[config.mk]
export PLATFORM = sky130hd
export DESIGN_NAME = unified_mem_arbiter
export DESIGN_NICKNAME = d
export VERILOG_FILES = /design/src/rtl/unified_mem_arbiter.sv
export SDC_FILE = /design/constraint.sdc
export NUM_CORES = 1
export LEC_CHECK = 0
export BUFFER_PORTS_ARGS = -buffer_cell sky130_fd_sc_hd__buf_2
export CAP_MARGIN = 20
export CORE_MARGIN = 2
export CORE_UTILIZATION = 43
export DETAILED_ROUTE_END_ITERATION = 10
export PLACE_DENSITY_LB_ADDON = 0.08
export SKIP_CTS_REPAIR_TIMING = 1
export SLEW_MARGIN = 0
export SYNTH_ARGS = -nofsm -noshare
export SYNTH_HDL_FRONTEND = slang
export SYNTH_SLANG_ARGS = --single-unit
[constraint.sdc]
create_clock -name clk -period 1.5 [get_ports clk]
set_input_delay 0.3 -clock clk [delete_from_list [all_inputs] [get_ports clk]]
set_output_delay 0.3 -clock clk [all_outputs]
set_load 0.05 [all_outputs]
[src/rtl/unified_mem_arbiter.sv]
// Arbitrates one single-ported unified memory between instruction fetch and data load/store.
// Optional MEM_TIMEOUT_EN adds a bounded wait for mem_ack with a sticky err flag.
module unified_mem_arbiter #(
  parameter int ADDR_W      = 32,
  parameter int DATA_W      = 32,
  parameter int STARVE_MAX  = 4,
  parameter int TIMEOUT_CYC = 16
) (
  input  logic              clk,
  input  logic              reset,
  input  logic              if_req,
  input  logic [ADDR_W-1:0] if_addr,
  output logic [DATA_W-1:0] if_rdata,
  output logic              if_ready,
  input  logic              d_req,
  input  logic              d_we,
  input  logic [ADDR_W-1:0] d_addr,
  input  logic [DATA_W-1:0] d_wdata,
  output logic [DATA_W-1:0] d_rdata,
  output logic              d_ready,
  output logic              mem_req,
  output logic              mem_we,
  output logic [ADDR_W-1:0] mem_addr,
  output logic [DATA_W-1:0] mem_wdata,
  input  logic [DATA_W-1:0] mem_rdata,
  input  logic              mem_ack,
  output logic              busy,
  output logic              err
);

  typedef enum logic [1:0] {IDLE, BUSY_D, BUSY_I, RESP} state_t;

  localparam int CNT_W = $clog2(STARVE_MAX + 1);
  localparam logic [CNT_W-1:0] STARVE_LIM = CNT_W'(STARVE_MAX);

  state_t              state_q;
  logic [CNT_W-1:0]    starve_q, starve_d;
  logic                mem_req_q, mem_we_q;
  logic [ADDR_W-1:0]   mem_addr_q;
  logic [DATA_W-1:0]   mem_wdata_q;
  logic [DATA_W-1:0]   if_rdata_q, d_rdata_q;
  logic                if_ready_q, d_ready_q;
  logic                err_q;
  logic                grant_fetch_d;
  logic                timeout_d;
  logic                done_d;
  logic [DATA_W-1:0]   rdata_d;

`ifdef MEM_TIMEOUT_EN
  localparam int TO_W = $clog2(TIMEOUT_CYC + 1);
  logic [TO_W-1:0] wait_q;
  assign timeout_d = (wait_q == TO_W'(TIMEOUT_CYC - 1));
`else
  assign timeout_d = 1'b0;
`endif

  // Fetch wins only when it is alone or has been passed over STARVE_MAX times.
  always_comb begin
    grant_fetch_d = if_req && (!d_req || (starve_q == STARVE_LIM));
    starve_d      = starve_q;
    if (grant_fetch_d) begin
      starve_d = '0;
    end else if (d_req && if_req && (starve_q != STARVE_LIM)) begin
      starve_d = starve_q + 1'b1;
    end
  end

  // mem_ack takes precedence over a coinciding timeout.
  always_comb begin
    done_d  = ((state_q == BUSY_D) || (state_q == BUSY_I)) && (mem_ack || timeout_d);
    rdata_d = mem_ack ? mem_rdata : DATA_W'(32'hDEAD_BEEF);
  end

  always_ff @(posedge clk or negedge reset) begin
    if (!reset) begin
      state_q     <= IDLE;
      starve_q    <= '0;
      mem_req_q   <= 1'b0;
      mem_we_q    <= 1'b0;
      mem_addr_q  <= '0;
      mem_wdata_q <= '0;
      if_rdata_q  <= '0;
      d_rdata_q   <= '0;
      if_ready_q  <= 1'b0;
      d_ready_q   <= 1'b0;
      err_q       <= 1'b0;
`ifdef MEM_TIMEOUT_EN
      wait_q      <= '0;
`endif
    end else begin
      if_ready_q <= 1'b0;
      d_ready_q  <= 1'b0;
      case (state_q)
        IDLE: begin
          if (if_req || d_req) begin
            mem_req_q <= 1'b1;
            starve_q  <= starve_d;
`ifdef MEM_TIMEOUT_EN
            wait_q    <= '0;
`endif
            if (grant_fetch_d) begin
              state_q     <= BUSY_I;
              mem_we_q    <= 1'b0;
              mem_addr_q  <= if_addr;
              mem_wdata_q <= '0;
            end else begin
              state_q     <= BUSY_D;
              mem_we_q    <= d_we;
              mem_addr_q  <= d_addr;
              mem_wdata_q <= d_wdata;
            end
          end
        end
        BUSY_D, BUSY_I: begin
          if (done_d) begin
            mem_req_q <= 1'b0;
            state_q   <= RESP;
            if (!mem_ack) begin
              err_q <= 1'b1;
            end
            if (state_q == BUSY_I) begin
              if_ready_q <= 1'b1;
              if_rdata_q <= rdata_d;
            end else begin
              d_ready_q <= 1'b1;
              if (!mem_we_q) begin
                d_rdata_q <= rdata_d;
              end
            end
          end
`ifdef MEM_TIMEOUT_EN
          else begin
            wait_q <= wait_q + 1'b1;
          end
`endif
        end
        RESP: begin
          state_q <= IDLE;
        end
        default: begin
          state_q <= IDLE;
        end
      endcase
    end
  end

  assign mem_req   = mem_req_q;
  assign mem_we    = mem_we_q;
  assign mem_addr  = mem_addr_q;
  assign mem_wdata = mem_wdata_q;
  assign if_rdata  = if_rdata_q;
  assign if_ready  = if_ready_q;
  assign d_rdata   = d_rdata_q;
  assign d_ready   = d_ready_q;
  assign busy      = (state_q != IDLE);
`ifdef MEM_TIMEOUT_EN
  assign err       = err_q;
`else
  // err_q can never be set here; the TIMEOUT_CYC term only keeps the parameter referenced.
  assign err       = err_q & (TIMEOUT_CYC == 0);
`endif

endmodule

; ---- Word-level counts from Yosys, hierarchy flattened
; Cells that the tools add are included.
[op_classes]
addsub = 1
multipliers = 0
n_div = 0
order_cmp = 0
n_eq_ne = 7
shifts = 0
muxes = 19
bitwise_logic = 2
n_reduce_logical = 19
[op_table]
columns = op, count
row1 = two-way mux 32 bit, 3
row2 = two-way mux 1 bit, 9
row3 = AND reduction 3 bit, 3
row4 = two-way mux 2 bit, 3
row5 = two-way mux 3 bit, 2
row6 = case mux 2 bit (3 select lines), 1
row7 = nonzero test 2 bit, 3
row8 = == test 2 bit (second input constant), 2
row9 = logical AND 1 bit, 4
row10 = inequality test 2 bit (second input constant), 2
row11 = AND reduction 2 bit, 2
row12 = AND reduction 4 bit, 1
row13 = adder 3 x 1 -> 3 bit (second input constant), 1
row14 = == test 3 bit (second input constant), 1
row15 = logical OR 1 bit, 3
row16 = inequality test 3 bit (second input constant), 1
row17 = == test 2 x 1 -> 1 bit (second input constant), 1
row18 = logical NOT 2 bit, 1
row19 = NOT 1 bit, 2
row20 = case mux 1 bit (2 select lines), 1
row21 = OR reduction 2 bit, 1
row22 = logical NOT 1 bit, 1
[totals]
reg_bits = 137
latchBits = 0
ramBits = 0
mem_bits_ro = 0
inputBits = 134
elab_cells = 58
memories = 0

; ---- Longest topological paths before layout
[logic_depth]
word_depth = 6
mapped_depth = 8
depth_no_buf = 5

; ---- Least setup slack after synthesis
; Ideal clock, no wire load.
[synth_timing]
path_kind = flip-flop to flip-flop
from = register state_q[0]
to = register state_q[0]
setup_ns = 0.125
t_arrival_ns = 1.687
t_required_ns = 1.375
setup_slack_ns = -0.312
stages_incl_launch_ff = 7
synth_period_minus_slack_ns = 1.812
cell_sequence = dfrtp_1 inv_1 ha_1 buf_2 inv_1 o32a_1 mux2_2
[synth_between]
elab_chain_len = 5
[synth_rtl]
columns = item, line
row1 = from (decl), 36  ; state_t state_q;
row2 = from (signal assigned), 76  ; state_q <= IDLE;
row3 = from (signal assigned), 102  ; state_q <= BUSY_I;
row4 = from (signal assigned), 107  ; state_q <= BUSY_D;
row5 = == test 2 x 1 -> 1 bit / == test 2 bit (equally long branches), "70, 93"
row6 = logical OR 1 bit, 70  ; done_d = ((state_q == BUSY_D) || (state_q == BUSY_I)) && (mem_ack || timeout_d);
row7 = logical AND 1 bit, 70
row8 = inequality test 2 bit (no line), n/a
row9 = AND reduction 2 bit (no line), n/a
; Parallel ways exist; a longest one is shown, timed or not.
; A chain may end at the register's enable or synchronous reset.

; ---- Final worst setup path
[layout_timing]
from = register state_q[1]
to = register d_rdata_q[18], in the netlist d_rdata[18]
[layout_between]
elab_chain_len = 4
[layout_rtl]
columns = item, line
row1 = == test 2 x 1 -> 1 bit / == test 2 bit (equally long branches), "70, 93, 121"
row2 = logical OR 1 bit, 70
row3 = logical AND 1 bit, 70
row4 = AND reduction 4 bit (no line) (*), n/a
row5 = to (signal assigned), 127  ; d_rdata_q <= rdata_d;
row6 = to (decl), 41  ; logic [DATA_W-1:0] if_rdata_q, d_rdata_q;
; Mark *: on every way between the ends. The rest lies on a longest branch, timed or not.

==> reports/results.tsv <==
stage	metric	value	unit
setup_path	endpoint_kind	register	
layout	drive_above_1_share	0.439	
sta	setup_slack	-0.122	ns
sta	rsz0062_at_grt	true	
pwr	max-vdd-ir-drop	1.37	mV
global_routing	antenna_found_initial	0	
clock_network	tritoncts	yes	
setup_path	startpoint_type	register	
die	ios	268	
pwr	power_density	2750	nW/um^2
clock_network	cts_buffers	17	
pwr	power_leakage	4.40	nW
layout	nets	1033	
pwr	p_sw_frac	0.506	
setup_path	cp_num_buf_inv	2	
sta	worst_clock_skew	0.00974	ns
yosys	synth.yosys.warnings	0	
sta	fin_crit	1.62	ns
routing	wl_per_cell	16.8	um
routing	ant_nets	0	
routing	via_per_inst	5.12	
yosys	synthCells	610	
routing	drt_drc_violations_left	0	
clock_network	cts-root-buf	clkbuf_16	
layout	antenna_cells	0	
routing	routed_wl	18.2	mm
pwr	switching_power	0.0120	W
clock_network	ctsHtreeMaxLevel	4	
yosys	syn_area	5940	um^2
setup_path	reg2reg_to	d_rdata[18]	
yosys	yosys_register_bits	137	
yosys	synth_top_cell_area_share	0.577	
setup_path	path_cells	buf_4 -> ha_2 -> and4bb_4 -> clkbuf_16 -> nor2_1 -> a31oi_1	
worst_hold_path	worstHoldEndpoint	mem_wdata[15]	
pwr	p_seq_frac	0.267	
sta	setup_violations	69	
die	fp.dieW	122	um
outcome	violations	setup timing	
placement	gp_congestion	0.819	
routing	num_vias	5544	
outcome	status	complete, but fails checks	
die	std_cell_rows	42	
setup_path	reg2reg_depth	6	
placement	hpwlAfterDp	12.0	mm
worst_hold_path	hold-path-cell-count	3	
global_routing	grt_first_pass_wirelength	26.1	mm
setup_path	cp_max_fo	14	
worst_hold_path	min-delay-start	d_wdata[15]	
placement	io_buffer_count	266	
setup_path	critPathTopFamily	simple AND/OR/NAND/NOR gates	
setup_path	path_class	register to register	
sta	hold_viol_final	0	
yosys	synth_top_area_cell	dfrtp_1	
yosys	synth_cell_types	33	
layout	area_delta_synth_final	44.9	%
setup_path	rrSetupSlack	-0.12	ns
global_routing	gr-total-overflow	0	
setup_path	crit_arrival	1.96	ns
yosys	synth_area_leaders	dfrtp_1 58%, nand2_1 11%, o211ai_2 5.7%	
yosys	avgSynthCellArea	9.74	um^2
worst_hold_path	hp-class	input port to register	
global_routing	grt_pass1_vias	5258	
pwr	power	0.0236	W
run	drv_cap	0	
sta	fin_setup_tns	-3.74	ns
clock_network	clkLatencyLatePin	0.41	ns
sta	fmax	616	MHz
pwr	pwr-share-clk	0.168	
die	die_y	122	um
pwr	combinationalPowerShare	0.565	
routing	drtIter0Drc	345	
routing	drt_pass1_iterations	4	
pwr	p_int	0.0117	W
global_routing	grt_max_degree	57	
setup_path	timing.rr.start	state_q[1]	
yosys	synthesis.nets	749	
die	die_area	14800	um^2
clock_network	cts.sinks	137	
die	core_area	13300	um^2
sta	min_period_over_period	1.08	
global_routing	track_usage	0.226	
sta	finalMaxSlewViolations	0	
setup_path	slowest_stage	and4bb_4	
clock_network	cts.clk_slew.worst_paths	0.06	ns
die	start_util	0.445	
clock_network	cts_max_path_buffers	2	
setup_path	slowest_delay	0.44	ns
layout	final_util	0.645	
yosys	synth.yosys.seq_area_share	0.577	
setup_path	crit_required	1.83	ns
[final cells by class]
class | instances | area [um^2]
repair buffers | 315 | 2060
multi-input cells | 392 | 2210
well taps | 176 | 220
clock buffers | 22 | 474
fillers | 1129 | 4740
inverters | 31 | 120
clock inverters | 10 | 93.8
flip-flops and latches | 137 | 3430
[power groups by stage]
stage | combinational, W | sequential, W | clock (W)
2_1_floorplan | 0.00348 | 0.0118 | 0
3_3_place_gp | 0.0120 | 0.00627 | 0
3_5_place_dp | 0.0122 | 0.00633 | 0
4_1_cts | 0.0122 | 0.00631 | 0.00404
5_1_grt | 0.0142 | 0.00648 | 0.00425
6_report | 0.0134 | 0.00630 | 0.00397
[registers in the layout, indices dropped and copies added (netlist names)]
| signal | cells |
|---|---|
| d_ready | 1 |
| mem_wdata | 32 |
| state_q | 2 |
| mem_addr | 32 |
| mem_we | 1 |
| mem_req | 1 |
| d_rdata | 32 |
| if_ready | 1 |
| if_rdata | 32 |
| starve_q | 3 |
[metrics by stage]
stage          instance area [um^2]  hold slack (ns)  cells  worst slack (ns)
2_1_floorplan                  5990          0.00441    610            -0.218
6_report                       8610            0.113   1083            -0.122
3_5_place_dp                   7610            0.194   1025           -0.0471
5_1_grt                        8610            0.103   1083            -0.193
3_3_place_gp                   7610            0.192   1025            0.0342
4_1_cts                        8170           -0.254   1057            -0.226
[layer usage]
metal / vias to the layer above / GRT usage / wire (um)
met5: - / 0 / 0
met4: 0 / 0.0761 / 267
met3: 23 / 0.0674 / 1360
met2: 228 / 0.372 / 8910
met1: 2662 / 0.287 / 7690
li1: 2631 / - / -
[worst max path at each step]
stage,startpoint,to,slack (ns),cells after the start
6_report,state_q[1],d_rdata[18],-0.12,6
5_1_grt,state_q[1],d_rdata[3],-0.19,6
4_1_cts,state_q[0],busy,-0.23,4
3_5_place_dp,state_q[0],d_rdata[16],-0.05,6
3_3_place_gp,state_q[1],d_rdata[21],0.03,6
2_1_floorplan,state_q[0],state_q[0],-0.22,6
[cell usage after synthesis]
library cell / instances
o311ai_0: 1
nand4bb_1: 1
dfrtp_1: 137
a21o_1: 1
nand2b_1: 2
nand3_1: 10
nor2b_1: 1
conb_1: 1
mux2i_1: 1
inv_1: 31
a21bo_1: 1
buf_6: 7
o21a_1: 1
nand4_1: 32
a22o_1: 1
o21ai_0: 37
buf_4: 1
nand2_1: 175
clkbuf_1: 31
o32a_1: 1
nor2_1: 26
and2_4: 1
a31oi_1: 26
nor3_1: 1
o22ai_1: 1
mux2_2: 9
o211ai_2: 27
buf_1: 2
ha_1: 5
and4bb_2: 1
o21ai_1: 23
buf_2: 10
o211ai_1: 5
[cells by family (layout without fill, tap and decap cells)]
kind of cell	count (synthesis)	count (layout)	synth area share
adders and majority gates	5	5	0.0105
DFF	137	137	0.577
muxes	10	10	0.0187
AOI/OAI and AO/OA	125	126	0.151
buffers and inverters	82	378	0.0634
other	1	1	0.000631
and+or+nand+nor	250	250	0.179
[placed cells by master, fill, tap and decap left out, types with 3 or more instances in the layout]
cell type / count
o211ai_2: 27
inv_1: 27
buf_6: 7
clkbuf_16: 26
dfrtp_1: 136
nand3_1: 8
clkinvlp_4: 4
nor2_1: 26
mux2_2: 8
o21ai_0: 35
a31oi_1: 26
buf_2: 265
nand2_1: 174
buf_4: 19
buf_12: 13
nand4_1: 32
o211ai_1: 5
o21ai_1: 23
clkbuf_8: 3
clkinv_2: 3
inv_2: 3
[tightest hold or removal path, delay by kind of cell]
| kind | cells | cell delay (ns) |
|---|---|---|
| AND/OR/NAND/NOR | 1 | 0.05 |
| AO/OA/AOI/OAI | 1 | 0.05 |
| buffers and inverters | 1 | 0.09 |
No activity file was read; power rests on OpenSTA's default activity.
